--- src/rtl/rx_seq_logger.sv ---
`default_nettype none
// ============================================================================
// Module      : rx_seq_logger
// Description : GMII receive-side sequence logger in the 125 MHz domain.
//               Pulls a big-endian sequence number out of each frame at a
//               fixed byte offset. Each frame is classified as in-order,
//               gap (frames lost) or stale/duplicate. Saturating statistics
//               accumulate until TARGET frames have been evaluated.
// Revision    : 1.0 - initial parametrised release
// ----------------------------------------------------------------------------
// Optional feature macro: RX_SEQ_LOGGER_DUP_CNT_EN
//   defined   -> dupp port and stale/duplicate counter exist
//   undefined -> no dupp port; stale frames are still counted in countp
// ----------------------------------------------------------------------------
// Ports:
//   clk125MHz  in   1      receive clock, rising edge
//   rst        in   1      asynchronous active-low reset
//   rx_en      in   1      frame valid (contiguous bytes of one frame)
//   rx_data    in   8      receive byte
//   clear      in   1      synchronous statistics clear (acts as reset)
//   countp     out  CNT_W  frames evaluated
//   okp        out  CNT_W  in-order frames
//   lostp      out  CNT_W  sum of sequence gaps
//   runtp      out  CNT_W  frames too short to carry the field
//   last_seq   out  SW     sequence number of last evaluated frame
//   started    out  1      sticky, first frame start seen
//   finished   out  1      sticky, countp reached TARGET
//   dupp       out  CNT_W  stale/duplicate frames (macro only)
//   valid      out  1      one-cycle pulse per evaluated frame
// ============================================================================
module rx_seq_logger #(
    parameter int SEQ_OFFSET = 3,
    parameter int SEQ_BYTES  = 3,
    parameter int CNT_W      = 32,
    parameter int TARGET     = 80
) (
    input  logic                     clk125MHz,
    input  logic                     rst,
    input  logic                     rx_en,
    input  logic [7:0]               rx_data,
    input  logic                     clear,
    output logic [CNT_W-1:0]         countp,
    output logic [CNT_W-1:0]         okp,
    output logic [CNT_W-1:0]         lostp,
    output logic [CNT_W-1:0]         runtp,
    output logic [8*SEQ_BYTES-1:0]   last_seq,
    output logic                     started,
    output logic                     finished,
`ifdef RX_SEQ_LOGGER_DUP_CNT_EN
    output logic [CNT_W-1:0]         dupp,
`endif
    output logic                     valid
);

    localparam int c_SW   = 8 * SEQ_BYTES;
    localparam int c_NEED = SEQ_OFFSET + SEQ_BYTES;
    localparam int c_BC_W = $clog2(c_NEED + 1);
    localparam int c_AW   = ((CNT_W > c_SW) ? CNT_W : c_SW) + 1;

    localparam logic [c_BC_W-1:0] c_NEED_V   = c_BC_W'(c_NEED);
    localparam logic [c_BC_W-1:0] c_OFF_V    = c_BC_W'(SEQ_OFFSET);
    localparam logic [c_BC_W-1:0] c_BC_ONE   = c_BC_W'(1);
    localparam logic [c_SW-1:0]   c_SEQ_ONE  = c_SW'(1);
    localparam logic [CNT_W-1:0]  c_CNT_ONE  = CNT_W'(1);
    localparam logic [CNT_W-1:0]  c_CNT_MAX  = '1;
    localparam logic [CNT_W-1:0]  c_TARGET_V = CNT_W'(TARGET);

    typedef enum logic [1:0] {
        ST_IDLE = 2'd0,
        ST_RUN  = 2'd1,
        ST_DONE = 2'd2
    } state_t;

    // ------------------------------------------------------------------
    // Registered state and next-state values
    // ------------------------------------------------------------------
    state_t              r_state_q,      w_state_d;
    logic [c_BC_W-1:0]   r_bcnt_q,       w_bcnt_d;
    logic [c_SW-1:0]     r_seq_cap_q,    w_seq_cap_d;
    logic [c_SW-1:0]     r_expected_q,   w_expected_d;
    logic                r_have_first_q, w_have_first_d;
    logic                r_rx_en_q,      w_rx_en_d;
    logic [CNT_W-1:0]    r_countp_q,     w_countp_d;
    logic [CNT_W-1:0]    r_okp_q,        w_okp_d;
    logic [CNT_W-1:0]    r_lostp_q,      w_lostp_d;
    logic [CNT_W-1:0]    r_runtp_q,      w_runtp_d;
    logic [c_SW-1:0]     r_last_seq_q,   w_last_seq_d;
    logic                r_started_q,    w_started_d;
    logic                r_finished_q,   w_finished_d;
    logic                r_valid_q,      w_valid_d;
`ifdef RX_SEQ_LOGGER_DUP_CNT_EN
    logic [CNT_W-1:0]    r_dupp_q,       w_dupp_d;
`endif

    logic                w_frame_end;
    logic                w_rise;
    logic [c_SW+7:0]     w_shift;
    logic [c_SW-1:0]     w_diff;

    function automatic logic [CNT_W-1:0] f_sat_inc(input logic [CNT_W-1:0] v);
        return (v == c_CNT_MAX) ? v : (v + c_CNT_ONE);
    endfunction

    function automatic logic [CNT_W-1:0] f_sat_add(input logic [CNT_W-1:0] a,
                                                   input logic [c_SW-1:0]  b);
        logic [c_AW-1:0] sum;
        sum = c_AW'(a) + c_AW'(b);
        return (sum > c_AW'(c_CNT_MAX)) ? c_CNT_MAX : sum[CNT_W-1:0];
    endfunction

    assign w_frame_end = r_rx_en_q & ~rx_en;
    assign w_rise      = rx_en & ~r_rx_en_q;
    // Shift register input: drop the oldest byte, append the new one.
    assign w_shift     = {r_seq_cap_q, rx_data};
    // Modulo-2^SW distance from the expected sequence number; the MSB
    // separates "ahead of expected" (gap) from "behind" (stale/duplicate).
    assign w_diff      = r_seq_cap_q - r_expected_q;

    always_comb begin
        w_state_d      = r_state_q;
        w_bcnt_d       = r_bcnt_q;
        w_seq_cap_d    = r_seq_cap_q;
        w_expected_d   = r_expected_q;
        w_have_first_d = r_have_first_q;
        w_rx_en_d      = rx_en;
        w_countp_d     = r_countp_q;
        w_okp_d        = r_okp_q;
        w_lostp_d      = r_lostp_q;
        w_runtp_d      = r_runtp_q;
        w_last_seq_d   = r_last_seq_q;
        w_started_d    = r_started_q;
        w_finished_d   = r_finished_q;
        w_valid_d      = 1'b0;
`ifdef RX_SEQ_LOGGER_DUP_CNT_EN
        w_dupp_d       = r_dupp_q;
`endif

        // Byte counter saturates at the field end, so "counter below the
        // saturation value" at frame end identifies a runt.
        if (rx_en) begin
            if (r_bcnt_q != c_NEED_V) begin
                w_bcnt_d = r_bcnt_q + c_BC_ONE;
            end
            if ((r_bcnt_q >= c_OFF_V) && (r_bcnt_q < c_NEED_V)) begin
                w_seq_cap_d = w_shift[c_SW-1:0];
            end
        end else begin
            w_bcnt_d = '0;
        end

        case (r_state_q)
            ST_IDLE: begin
                // Only a true rising edge starts logging, so the tail of a
                // frame interrupted by reset or clear is never evaluated.
                if (w_rise) begin
                    w_state_d   = ST_RUN;
                    w_started_d = 1'b1;
                end
            end
            ST_RUN: begin
                if (w_frame_end) begin
                    if (r_bcnt_q != c_NEED_V) begin
                        w_runtp_d = f_sat_inc(r_runtp_q);
                    end else begin
                        w_countp_d   = f_sat_inc(r_countp_q);
                        w_last_seq_d = r_seq_cap_q;
                        w_valid_d    = 1'b1;
                        if (!r_have_first_q) begin
                            w_okp_d        = f_sat_inc(r_okp_q);
                            w_expected_d   = r_seq_cap_q + c_SEQ_ONE;
                            w_have_first_d = 1'b1;
                        end else if (w_diff == '0) begin
                            w_okp_d      = f_sat_inc(r_okp_q);
                            w_expected_d = r_expected_q + c_SEQ_ONE;
                        end else if (!w_diff[c_SW-1]) begin
                            w_lostp_d    = f_sat_add(r_lostp_q, w_diff);
                            w_expected_d = r_seq_cap_q + c_SEQ_ONE;
                        end else begin
                            // Stale or duplicate: expected stays put.
`ifdef RX_SEQ_LOGGER_DUP_CNT_EN
                            w_dupp_d = f_sat_inc(r_dupp_q);
`endif
                        end
                        if ((TARGET != 0) && (w_countp_d == c_TARGET_V)) begin
                            w_state_d    = ST_DONE;
                            w_finished_d = 1'b1;
                        end
                    end
                end
            end
            default: begin
                // ST_DONE: frames are ignored until reset or clear.
            end
        endcase

        // Clear wins over everything, including a coincident frame end.
        // rx_en history is kept so a frame starting right after clear is
        // still seen as a rising edge.
        if (clear) begin
            w_state_d      = ST_IDLE;
            w_bcnt_d       = '0;
            w_seq_cap_d    = '0;
            w_expected_d   = '0;
            w_have_first_d = 1'b0;
            w_countp_d     = '0;
            w_okp_d        = '0;
            w_lostp_d      = '0;
            w_runtp_d      = '0;
            w_last_seq_d   = '0;
            w_started_d    = 1'b0;
            w_finished_d   = 1'b0;
            w_valid_d      = 1'b0;
`ifdef RX_SEQ_LOGGER_DUP_CNT_EN
            w_dupp_d       = '0;
`endif
        end
    end

    always_ff @(posedge clk125MHz or negedge rst) begin
        if (!rst) begin
            r_state_q      <= ST_IDLE;
            r_bcnt_q       <= '0;
            r_seq_cap_q    <= '0;
            r_expected_q   <= '0;
            r_have_first_q <= 1'b0;
            // Pretend rx_en was high: if reset is released mid-frame the
            // remainder must not look like a new frame start.
            r_rx_en_q      <= 1'b1;
            r_countp_q     <= '0;
            r_okp_q        <= '0;
            r_lostp_q      <= '0;
            r_runtp_q      <= '0;
            r_last_seq_q   <= '0;
            r_started_q    <= 1'b0;
            r_finished_q   <= 1'b0;
            r_valid_q      <= 1'b0;
`ifdef RX_SEQ_LOGGER_DUP_CNT_EN
            r_dupp_q       <= '0;
`endif
        end else begin
            r_state_q      <= w_state_d;
            r_bcnt_q       <= w_bcnt_d;
            r_seq_cap_q    <= w_seq_cap_d;
            r_expected_q   <= w_expected_d;
            r_have_first_q <= w_have_first_d;
            r_rx_en_q      <= w_rx_en_d;
            r_countp_q     <= w_countp_d;
            r_okp_q        <= w_okp_d;
            r_lostp_q      <= w_lostp_d;
            r_runtp_q      <= w_runtp_d;
            r_last_seq_q   <= w_last_seq_d;
            r_started_q    <= w_started_d;
            r_finished_q   <= w_finished_d;
            r_valid_q      <= w_valid_d;
`ifdef RX_SEQ_LOGGER_DUP_CNT_EN
            r_dupp_q       <= w_dupp_d;
`endif
        end
    end

    assign countp   = r_countp_q;
    assign okp      = r_okp_q;
    assign lostp    = r_lostp_q;
    assign runtp    = r_runtp_q;
    assign last_seq = r_last_seq_q;
    assign started  = r_started_q;
    assign finished = r_finished_q;
    assign valid    = r_valid_q;
`ifdef RX_SEQ_LOGGER_DUP_CNT_EN
    assign dupp     = r_dupp_q;
`endif

endmodule
`default_nettype wire

--- config.mk ---
export PLATFORM = sky130hd
export DESIGN_NAME = rx_seq_logger
export DESIGN_NICKNAME = d
export VERILOG_FILES = /design/src/rtl/rx_seq_logger.sv
export SDC_FILE = /design/constraint.sdc
export NUM_CORES = 1
export LEC_CHECK = 0
export CAP_MARGIN = 15
export CORE_UTILIZATION = 62
export CTS_CLUSTER_SIZE = 10
export DETAILED_ROUTE_END_ITERATION = 8
export GPL_ROUTABILITY_DRIVEN = 0
export GPL_TIMING_DRIVEN = 0
export PLACE_DENSITY = 0.88
export REMOVE_ABC_BUFFERS = 1
export SKIP_CTS_REPAIR_TIMING = 1
export SLEW_MARGIN = 20
export SYNTH_ARGS = -nofsm -noshare
export SYNTH_HDL_FRONTEND = slang
export SYNTH_SLANG_ARGS = --single-unit
--- constraint.sdc ---
create_clock -name clk125MHz -period 13.2 [get_ports clk125MHz]
set_input_delay 2.64 -clock clk125MHz [delete_from_list [all_inputs] [get_ports clk125MHz]]
set_output_delay 2.64 -clock clk125MHz [all_outputs]
set_load 0.05 [all_outputs]
======== Word level (Yosys, flattened, before mapping) ========
Cells that the tools add are included.
storage, ports and cells
  register bits after elaboration ......... 210
  bits of input ports ..................... 12
  output and inout bits ................... 155
  word-level logic and storage cells ...... 132
operators by class
  add/sub/neg operators ................... 8
  $lt $le $gt $ge ......................... 3
  eq/ne operators ......................... 17
  multiplexer cells ....................... 64
  bitwise gates (word level) .............. 4
  reduce and logical (&&, ||, !) cells .... 22
operators with widths
  kind                                                                               count
  32-bit 2-to-1 mux                                                                  25
  24-bit 2-to-1 mux                                                                  14
  32-bit by 1-bit adder with 32-bit output, second input constant                    3
  32-bit equality test, second input constant                                        3
  24-bit by 1-bit adder with 24-bit output, second input constant                    2
  32-bit by 24-bit adder with 33-bit output                                          1
  33-bit by 32-bit greater-than comparator with 1-bit output, second input constant  1
  32-bit by 7-bit equality test with 1-bit output, second input constant             1
  24-bit zero test                                                                   1
  24-bit subtractor                                                                  1
  2-bit nonzero test                                                                 9
  1-bit 2-to-1 mux                                                                   16
  4-bit AND reduction                                                                4
  3-bit inequality test, second input constant                                       5
  2-bit 2-to-1 mux                                                                   5
  3-bit 2-to-1 mux                                                                   3
  2-bit inequality test, second input constant                                       4
  6-bit AND reduction                                                                1
  5-bit AND reduction                                                                1
  4-bit by 3-bit inequality test with 1-bit output, second input constant            1
  2-bit case mux with 2 select lines                                                 1
  2-bit AND reduction                                                                2
  3-bit by 1-bit adder with 3-bit output, second input constant                      1
  3-bit by 2-bit >= comparator with 1-bit output, second input constant              1
  other kinds (10)                                                                   12

======== Depth between registers and ports, before layout ========
Gate-level depths: netlist (run 1).
  word-level depth ........................ 11
  mapped depth ............................ 21
  gate-level depth less buffers ........... 20

======== Worst setup path after synthesis (run 1) ========
OpenSTA, ideal clock, no wires.
  path type ............................... input to register
  start point ............................. input rx_en
  end point ............................... register r_runtp_q[25], in the netlist runtp[25]
  setup time .............................. 0.132 ns
  arrival ................................. 4.613 ns
  data required time ...................... 13.068 ns
  setup slack ............................. 8.456 ns
  stages on the path ...................... 9
  path buffers ............................ 0
  cells stage by stage .................... nand3b_1 > nor2_1 > nand2_1 > a21oi_1 > o21a_1 > nor3b_1 > nand4_1 > xor2_1 > nor2_1
on the way
  cells in the longest elaborated chain, start to end .. 4
RTL lines
  what                                  line  RTL
  from (decl)                           39    input logic rx_en,
  1-bit NOT                             111   assign w_frame_end = r_rx_en_q & ~rx_en;
  1-bit AND                             111
  2-bit nonzero test (no source line)   -
  4-bit AND reduction (no source line)  -
  to (signal assigned)                  250   r_runtp_q <= w_runtp_d;
  to (decl)                             86    logic [CNT_W-1:0] r_runtp_q, w_runtp_d;
Every way passes these cells.
A chain may end at the register's enable or synchronous reset.

======== Worst setup path in the final report (run 1) ========
  start point ............................. register r_seq_cap_q[0]
  end point ............................... register r_lostp_q[2], in the netlist lostp[2]
on the way
  cells in the longest elaborated chain, start to end .. 11
  elaborated cells between the ends (all ways) .. 15
  those cells by class .................... add/sub: 2; order compare: 1; eq/ne: 2; mux: 8; reduce/logical: 2
RTL lines
  what                                                        line  RTL
  from (decl)                                                 79    logic [c_SW-1:0] r_seq_cap_q, w_seq_cap_d;
  from (signal assigned)                                      243   r_seq_cap_q <= w_seq_cap_d;
  24-bit subtractor (*)                                       117   assign w_diff = r_seq_cap_q - r_expected_q;
  32-bit by 24-bit adder with 33-bit output                   107   sum = c_AW'(a) + c_AW'(b);
  33-bit by 32-bit greater-than comparator with 1-bit output  108   return (sum > c_AW'(c_CNT_MAX)) ? c_CNT_MAX : sum[CNT_W-1:0];
  32-bit 2-to-1 mux                                           108
  32-bit 2-to-1 mux                                           175   end else if (!w_diff[c_SW-1]) begin
  32-bit 2-to-1 mux                                           172   end else if (w_diff == '0) begin
  32-bit 2-to-1 mux                                           168   if (!r_have_first_q) begin
  32-bit 2-to-1 mux                                           162   if (r_bcnt_q != c_NEED_V) begin
  32-bit 2-to-1 mux                                           161   if (w_frame_end) begin
  32-bit 2-to-1 mux                                           151   case (r_state_q)
  32-bit 2-to-1 mux                                           199   if (clear) begin
  to (signal assigned)                                        249   r_lostp_q <= w_lostp_d;
  to (decl)                                                   85    logic [CNT_W-1:0] r_lostp_q, w_lostp_d;
Every way passes the cells marked *; elsewhere a longest branch is shown, timed or not. The select of a mux whose other input is x is not followed.

==> results of run 1 <==
[state kept, by name, indices dropped and copies added (netlist names), 2 cells and up]
signal,cells
r_seq_cap_q,24
r_expected_q,24
lostp,32
countp,32
last_seq,24
okp,32
runtp,32
r_state_q,2
r_bcnt_q,3
[Yosys cell counts (41+ instances only)]
master / instances / area share, %
sky130_fd_sc_hd__xor2_1: 51 / 3.1
sky130_fd_sc_hd__inv_1: 67 / 1.8
sky130_fd_sc_hd__nand2_1: 227 / 6.0
sky130_fd_sc_hd__o21ai_0: 45 / 1.6
sky130_fd_sc_hd__nand3_1: 103 / 3.6
sky130_fd_sc_hd__a21oi_1: 170 / 6.0
sky130_fd_sc_hd__nor3_1: 41 / 1.4
sky130_fd_sc_hd__nand4_1: 42 / 1.8
sky130_fd_sc_hd__clkbuf_1: 82 / 2.2
sky130_fd_sc_hd__dfrtp_1: 209 / 37
sky130_fd_sc_hd__xnor2_1: 66 / 4.0
sky130_fd_sc_hd__ha_1: 57 / 5.0
sky130_fd_sc_hd__nor2_1: 119 / 3.1
[metrics by stage]
step                instances  utilization (%)  worst slack, ps  total power, mW
floorplan                1628                -             6255           0.7084
global placement         2079            70.51            558.1           0.7525
detailed placement       2094            71.90             7167           0.7574
CTS                      2132            75.31             7343            1.418
global route             2132            75.31             6861            1.454
finish                   2132            75.31             7249            1.409
[layout make-up]
| type | instances | area share [%] |
|---|---|---|
| Multi-Input combinational cell | 1351 | 49.83 |
| Sequential cell | 210 | 30.83 |
| Timing Repair Buffer | 181 | 11.25 |
| Clock buffer | 35 | 4.131 |
| Tap cell | 285 | 2.091 |
| Inverter | 67 | 1.475 |
| Clock inverter | 3 | 0.3962 |
[cell families after synthesis]
family / Yosys count / synth area share [%]
mux: 29 / 2.109
fa+ha+maj: 59 / 5.268
buf+inv: 158 / 4.227
compound gates: 410 / 18.81
simple gates: 736 / 25.66
xor+xnor: 117 / 7.167
flops: 210 / 36.76
[path summary, 6_finish.rpt]
kind,startpoint,to
max,r_seq_cap_q[0],lostp[2]
min,last_seq[15],last_seq[15]
min in group asynchronous,rst,lostp[29]
max reg2reg,r_seq_cap_q[0],lostp[2]
min reg2reg,last_seq[15],last_seq[15]
max in group asynchronous,rst,last_seq[7]
[metal layers]
layer  track usage [%]  vias to the layer above  wire, um
met4             10.62                        2      1181
met1             41.65                     6666     15930
met2             54.05                      537     18370
met5                 0                        -        13
li1                  -                     6501         -
met3             4.904                      114      2488
[critical path: stages (launching register included)]
cell	delay [ps]
sky130_fd_sc_hd__dfrtp_1	500
sky130_fd_sc_hd__inv_1	140
sky130_fd_sc_hd__ha_1	240
sky130_fd_sc_hd__fa_1	440
sky130_fd_sc_hd__nor2b_4	150
sky130_fd_sc_hd__o2111ai_1	210
sky130_fd_sc_hd__a21oi_1	400
sky130_fd_sc_hd__o21ai_1	240
sky130_fd_sc_hd__xor2_1	260
sky130_fd_sc_hd__inv_1	100
sky130_fd_sc_hd__ha_1	390
sky130_fd_sc_hd__and3_1	200
sky130_fd_sc_hd__and3_1	180
sky130_fd_sc_hd__nand2_1	70
sky130_fd_sc_hd__a211o_1	320
sky130_fd_sc_hd__a21oi_1	270
sky130_fd_sc_hd__a31oi_1	220
sky130_fd_sc_hd__nor2_1	510
sky130_fd_sc_hd__inv_1	520
sky130_fd_sc_hd__a311oi_1	450
[power breakdown]
part,total [mW],switching (mW),internal [mW]
registers,0.647,0.00162,0.645
logic,0.101,0.0728,0.0278
clock network,0.661,0.273,0.389
==> results.txt, run 1 <==
----------------------------------------------------
[Floorplan]
  Area of the core ... 22640 um2
  Die Y-Extent ... 153.9 um
  Die width ... 153.9 um
  Full die area ... 23670 um2
  Initial standard-cell utilization of the core ... 63.15%
  IO Count ... approximately 170
  Cell row count ... 55

[Timing]
  Clock period minus final worst setup slack ... 5951 ps
  Period utilisation layout ... 45.08%
  Final-report max-slew violation count ... 0
  Final hold violations ... 0
  Highest clock frequency the design can meet ... 168.0 MHz
  Fin Setup TNS ... 0 ps
  Hold WS ... 517.8 ps
  Slew @ Worst Pin ... 1050 ps
  Relative max-transition margin ... 30.03%
  Maximum clock skew at final layout ... 14.65 ps
  Final setup violation count ... 0
  Unrepaired setup endpoints after global routing ... false

[Layout]
  Area taken by multi-input logic gates ... 8497 um2
  Most frequent cells in the layout ... sky130_fd_sc_hd__nand2_1, sky130_fd_sc_hd__dfrtp_1, sky130_fd_sc_hd__a21oi_1
  Finished Cell Area ... between 15000 and 20000 um2
  Share of post-route cells with drive strength above 1 ... 4.764%
  Fillcell total ... around 1700
  Area taken by flip-flops and latches ... 5256 um2
  Number of nets in the layout ... 1908
  Most common library cell in the layout ignoring fill and taps ... sky130_fd_sc_hd__nand2_1
  Number of antenna cells inserted ... 0
  Layout Area Growth over Synthesis ... 19.26%

[Yosys]
  Ys flop type ... sky130_fd_sc_hd__dfrtp_1
  Syn_area_per_cell ... between 8 and 9 um2
  Post-synthesis async set-or-reset flop share ... 100.0%
  Number of storage elements in the synthesis netlist ... 210
  Total of warnings raised by yosys ... 0
  Number of flops mapped to enable cells by yosys ... 0
  Share of synthesized area occupied by flip-flops and latches ... between 30% and 40%
  Count of distinct cell types in the synthesized netlist ... 72
  Combined area of all synthesized cells ... 14300 um2
  Mapped Cells ... around 1700

[Min path]
  Class of the most critical hold timing path ... register to register
  Hold Path Stages ... 2

[Placed design]
  Instance area after placement ... 16280 um2
  HPWL Detailed ... around 26 mm
  Count of input and output buffers ... 166

[Global route]
  First-pass GRT wire length ... 63.36 mm
  Global-route usage over all layers ... 31.85%
  Residual overflow from global routing ... 0
  Largest net degree at the start of global routing ... 127
  Number of antenna violations at the first check in global routing ... 1
  Vias in the first global route ... 13200

[Detailed routing]
  Violation count after the first detailed-routing iteration ... 1118
  Total via count after detailed routing ... 13820
  Post-detailed-route count of antenna-violating nets ... 0
  Detailed-route vias per instance ... 6.482
  Number of detailed-route iterations in the first pass ... 7
  Avg WL per Cell ... 17.82 um
  Number of remaining DRC errors ... 0
  DRT Wirelength ... 37.99 mm

[Setup path]
  CP Data Arrival Time ... 6380 ps
  Critical path peak fanout ... 21
  Kind of start point of the critical path ... register
  Critical Setup Path Class ... register to register
  Setup crit end kind ... register
  Worst r2r path cells ... 19
  Required time of the critical path ... around 14000 ps
  Reg-to-reg slack, setup ... 7250 ps

[Run status]
  Status ... finished clean

[Clocking]
  CTS clock-pin slew for the worst setup and hold paths ... 50 ps
  Clock network latency to the later pin of the worst-skew pair ... 550 ps
  Count of clock tree sinks ... 210
  H-tree lvl count ... 1
  Root buffer selected by CTS ... sky130_fd_sc_hd__clkbuf_16
  Clock tree from TritonCTS ... yes
  Maximum buffer depth of the clock tree ... 3
  Total clock buffers created by CTS ... 26

[Power]
  Ratio of total power to cell area ... 82.64 nW/um2
  Max IR drop VDD ... 0.1099 mV
  Reported leakage power ... 7.146 nW

[Job]
  Maxcap violations ... 0

----------------------------------------------------
Power figures use the tool's default switching activity.
==> run 2: changes to the inputs <==
- CORE_UTILIZATION: 62 -> 58
- PLACE_DENSITY: 0.88 -> 0.83
- clock period: 13.2 -> 6 ns (I/O delays scaled with it)
==> results.txt, run 2 (synthesized netlist as in run 1, its figures left out) <==
----------------------------------------------------
[Run status]
  Status ... finished clean

[Detailed routing]
  Met3 wirelength from detailed routing ... roughly 2.6 mm
  Post-detailed-route count of antenna-violating nets ... 0
  Violation count after the first detailed-routing iteration ... 987
  Routed metal-1 wire length ... 16.27 mm
  Uppermost routed layer ... met4
  Wire length on met2 ... approximately 19 mm
  Number of detailed-route iterations in the first pass ... 5
  Detailed-route vias per instance ... 6.315
  Avg WL per Cell ... 17.79 um
  Total via count after detailed routing ... around 14000
  Number of remaining DRC errors ... 0
  DRT Wirelength ... 38.72 mm

[Clocking]
  Total clock buffers created by CTS ... 25
  Count of clock tree sinks ... 210
  Clock network latency to the later pin of the worst-skew pair ... around 540 ps
  Root buffer selected by CTS ... sky130_fd_sc_hd__clkbuf_16
  Clock tree from TritonCTS ... yes
  H-tree lvl count ... 1
  Maximum buffer depth of the clock tree ... 3
  CTS clock-pin slew for the worst setup and hold paths ... 60 ps

[Layout]
  Fillcell total ... 1932
  Most frequent cells in the layout ... sky130_fd_sc_hd__nand2_1, sky130_fd_sc_hd__dfrtp_1, sky130_fd_sc_hd__a21oi_1
  Count of non-filler cells in the finished layout ... about 2200
  Finished Cell Area ... approximately 17000 um2
  Most common library cell in the layout ignoring fill and taps ... sky130_fd_sc_hd__nand2_1
  Layout Area Growth over Synthesis ... 19.44%
  Number of nets in the layout ... 1908
  Share of post-route cells with drive strength above 1 ... 4.808%

[Setup path]
  Crit path largest cell delay ... 510 ps
  Kind of start point of the critical path ... register
  Combined buffer and inverter count along the critical path ... 3
  Critical Setup Path Class ... register to register
  Crit path max-delay cell type ... sky130_fd_sc_hd__dfrtp_1
  Setup crit end kind ... register
  Required time of the critical path ... 6420 ps
  CP Data Arrival Time ... around 6100 ps
  Cell-by-cell listing of the critical path ... inv_1, ha_1, fa_1, nor2b_4, o2111ai_1, a21oi_1, o21ai_1, xor2_1, inv_1, ha_1, and3_1, and3_1, nand2_1, a211o_1, a21oi_1, a31oi_1, nor2_4, clkinvlp_4, a311oi_1
  CP delay by family, top ... compound AO/OA/AOI/OAI gates
  Critical path peak fanout ... 11

[Floorplan]
  Full die area ... 25280 um2
  Cell row count ... between 50 and 60
  Die Y-Extent ... about 160 um
  IO Count ... 167
  Initial standard-cell utilization of the core ... 58.96%
  Area of the core ... roughly 24000 um2
  Die width ... 159.0 um

[Global route]
  Global-route usage over all layers ... 29.75%
  Residual overflow from global routing ... 0
  Vias in the first global route ... 12860
  Number of antenna violations at the first check in global routing ... 1
  Largest net degree at the start of global routing ... around 130
  First-pass GRT wire length ... 63.58 mm

[Timing]
  Period utilisation layout ... 94.10%
  Slew @ Worst Pin ... roughly 1000 ps
  Maximum clock skew at final layout ... approximately 19 ps
  Final setup violation count ... 0
  Final hold violations ... 0
  Unrepaired setup endpoints after global routing ... false
  Setup slack after layout ... 354.1 ps
  Highest clock frequency the design can meet ... 177.1 MHz
  Clock period minus final worst setup slack ... 5646 ps
  Final-report max-slew violation count ... 0
  Relative max-transition margin ... 31.90%

[Power]
  Max IR drop VDD ... 0.2234 mV
  Reported leakage power ... 7.126 nW
  Ratio of total power to cell area ... roughly 180 nW/um2

[Placed design]
  Worst slack after detailed placement ... ~220 ps
  HPWL Detailed ... between 20 and 30 mm
  Instance area after placement ... 16320 um2
  Count of input and output buffers ... approximately 170
  # placed instances ... 2133

[Min path]
  Class of the most critical hold timing path ... register to register

[Job]
  Maxcap violations ... 0

----------------------------------------------------
run 2: layer usage:
metal	GRT usage [%]	vias up
li1	-	6502
met1	39.36	6658
met2	50.16	494
met3	4.871	87
met4	9.047	0
met5	0	-
run 2: area by class of cell:
cell class              count  area (um2)  area share (%)
multi-input cells        1351        8509           49.83
repair inverters            1       7.507         0.04396
diodes                      1       2.502         0.01465
inverters                  67       255.2           1.495
repair buffers            181        1914           11.21
clock buffers              39       688.2           4.030
flip-flops and latches    210        5256           30.78
well taps                 324       405.4           2.374
clock inverters             2       38.79          0.2271
run 2: final timing paths:
kind	from	cells after the start	slack [ps]	to
setup / recovery	r_seq_cap_q[0]	19	350	lostp[1]
hold / removal	last_seq[20]	2	520	last_seq[20]
setup reg to reg	r_seq_cap_q[0]	19	350	lostp[1]
hold reg to reg	last_seq[20]	2	520	last_seq[20]
max in group asynchronous	rst	2	4650	last_seq[7]
min in group asynchronous	rst	1	580	lostp[29]
run 2: stage by stage:
step / total power [mW] / TNS [ps] / util [%] / hold WS (ps)
after floorplan: 1.558 / 0 / - / 479.6
after global placement: 1.658 / -1500280 / 66.03 / 483.3
after detailed placement: 1.668 / 0 / 67.32 / 507.3
after CTS: 3.066 / 0 / 70.32 / 519.9
after global routing: 3.152 / 0 / 70.42 / 547.3
final: 3.057 / 0 / 70.43 / 520.3
run 2: power breakdown:
group,total [mW],internal [mW],switching [mW]
logic,0.223,0.0612,0.161
registers,1.42,1.42,0.00340
clock network,1.41,0.821,0.590
run 2: tightest hold or removal path: cells and delay by family, from the launching register on:
| family | cells | cell delay [ps] |
|---|---|---|
| and+or+nand+nor | 1 | 50 |
| DFF | 1 | 370 |
| AOI/OAI and AO/OA | 1 | 50 |
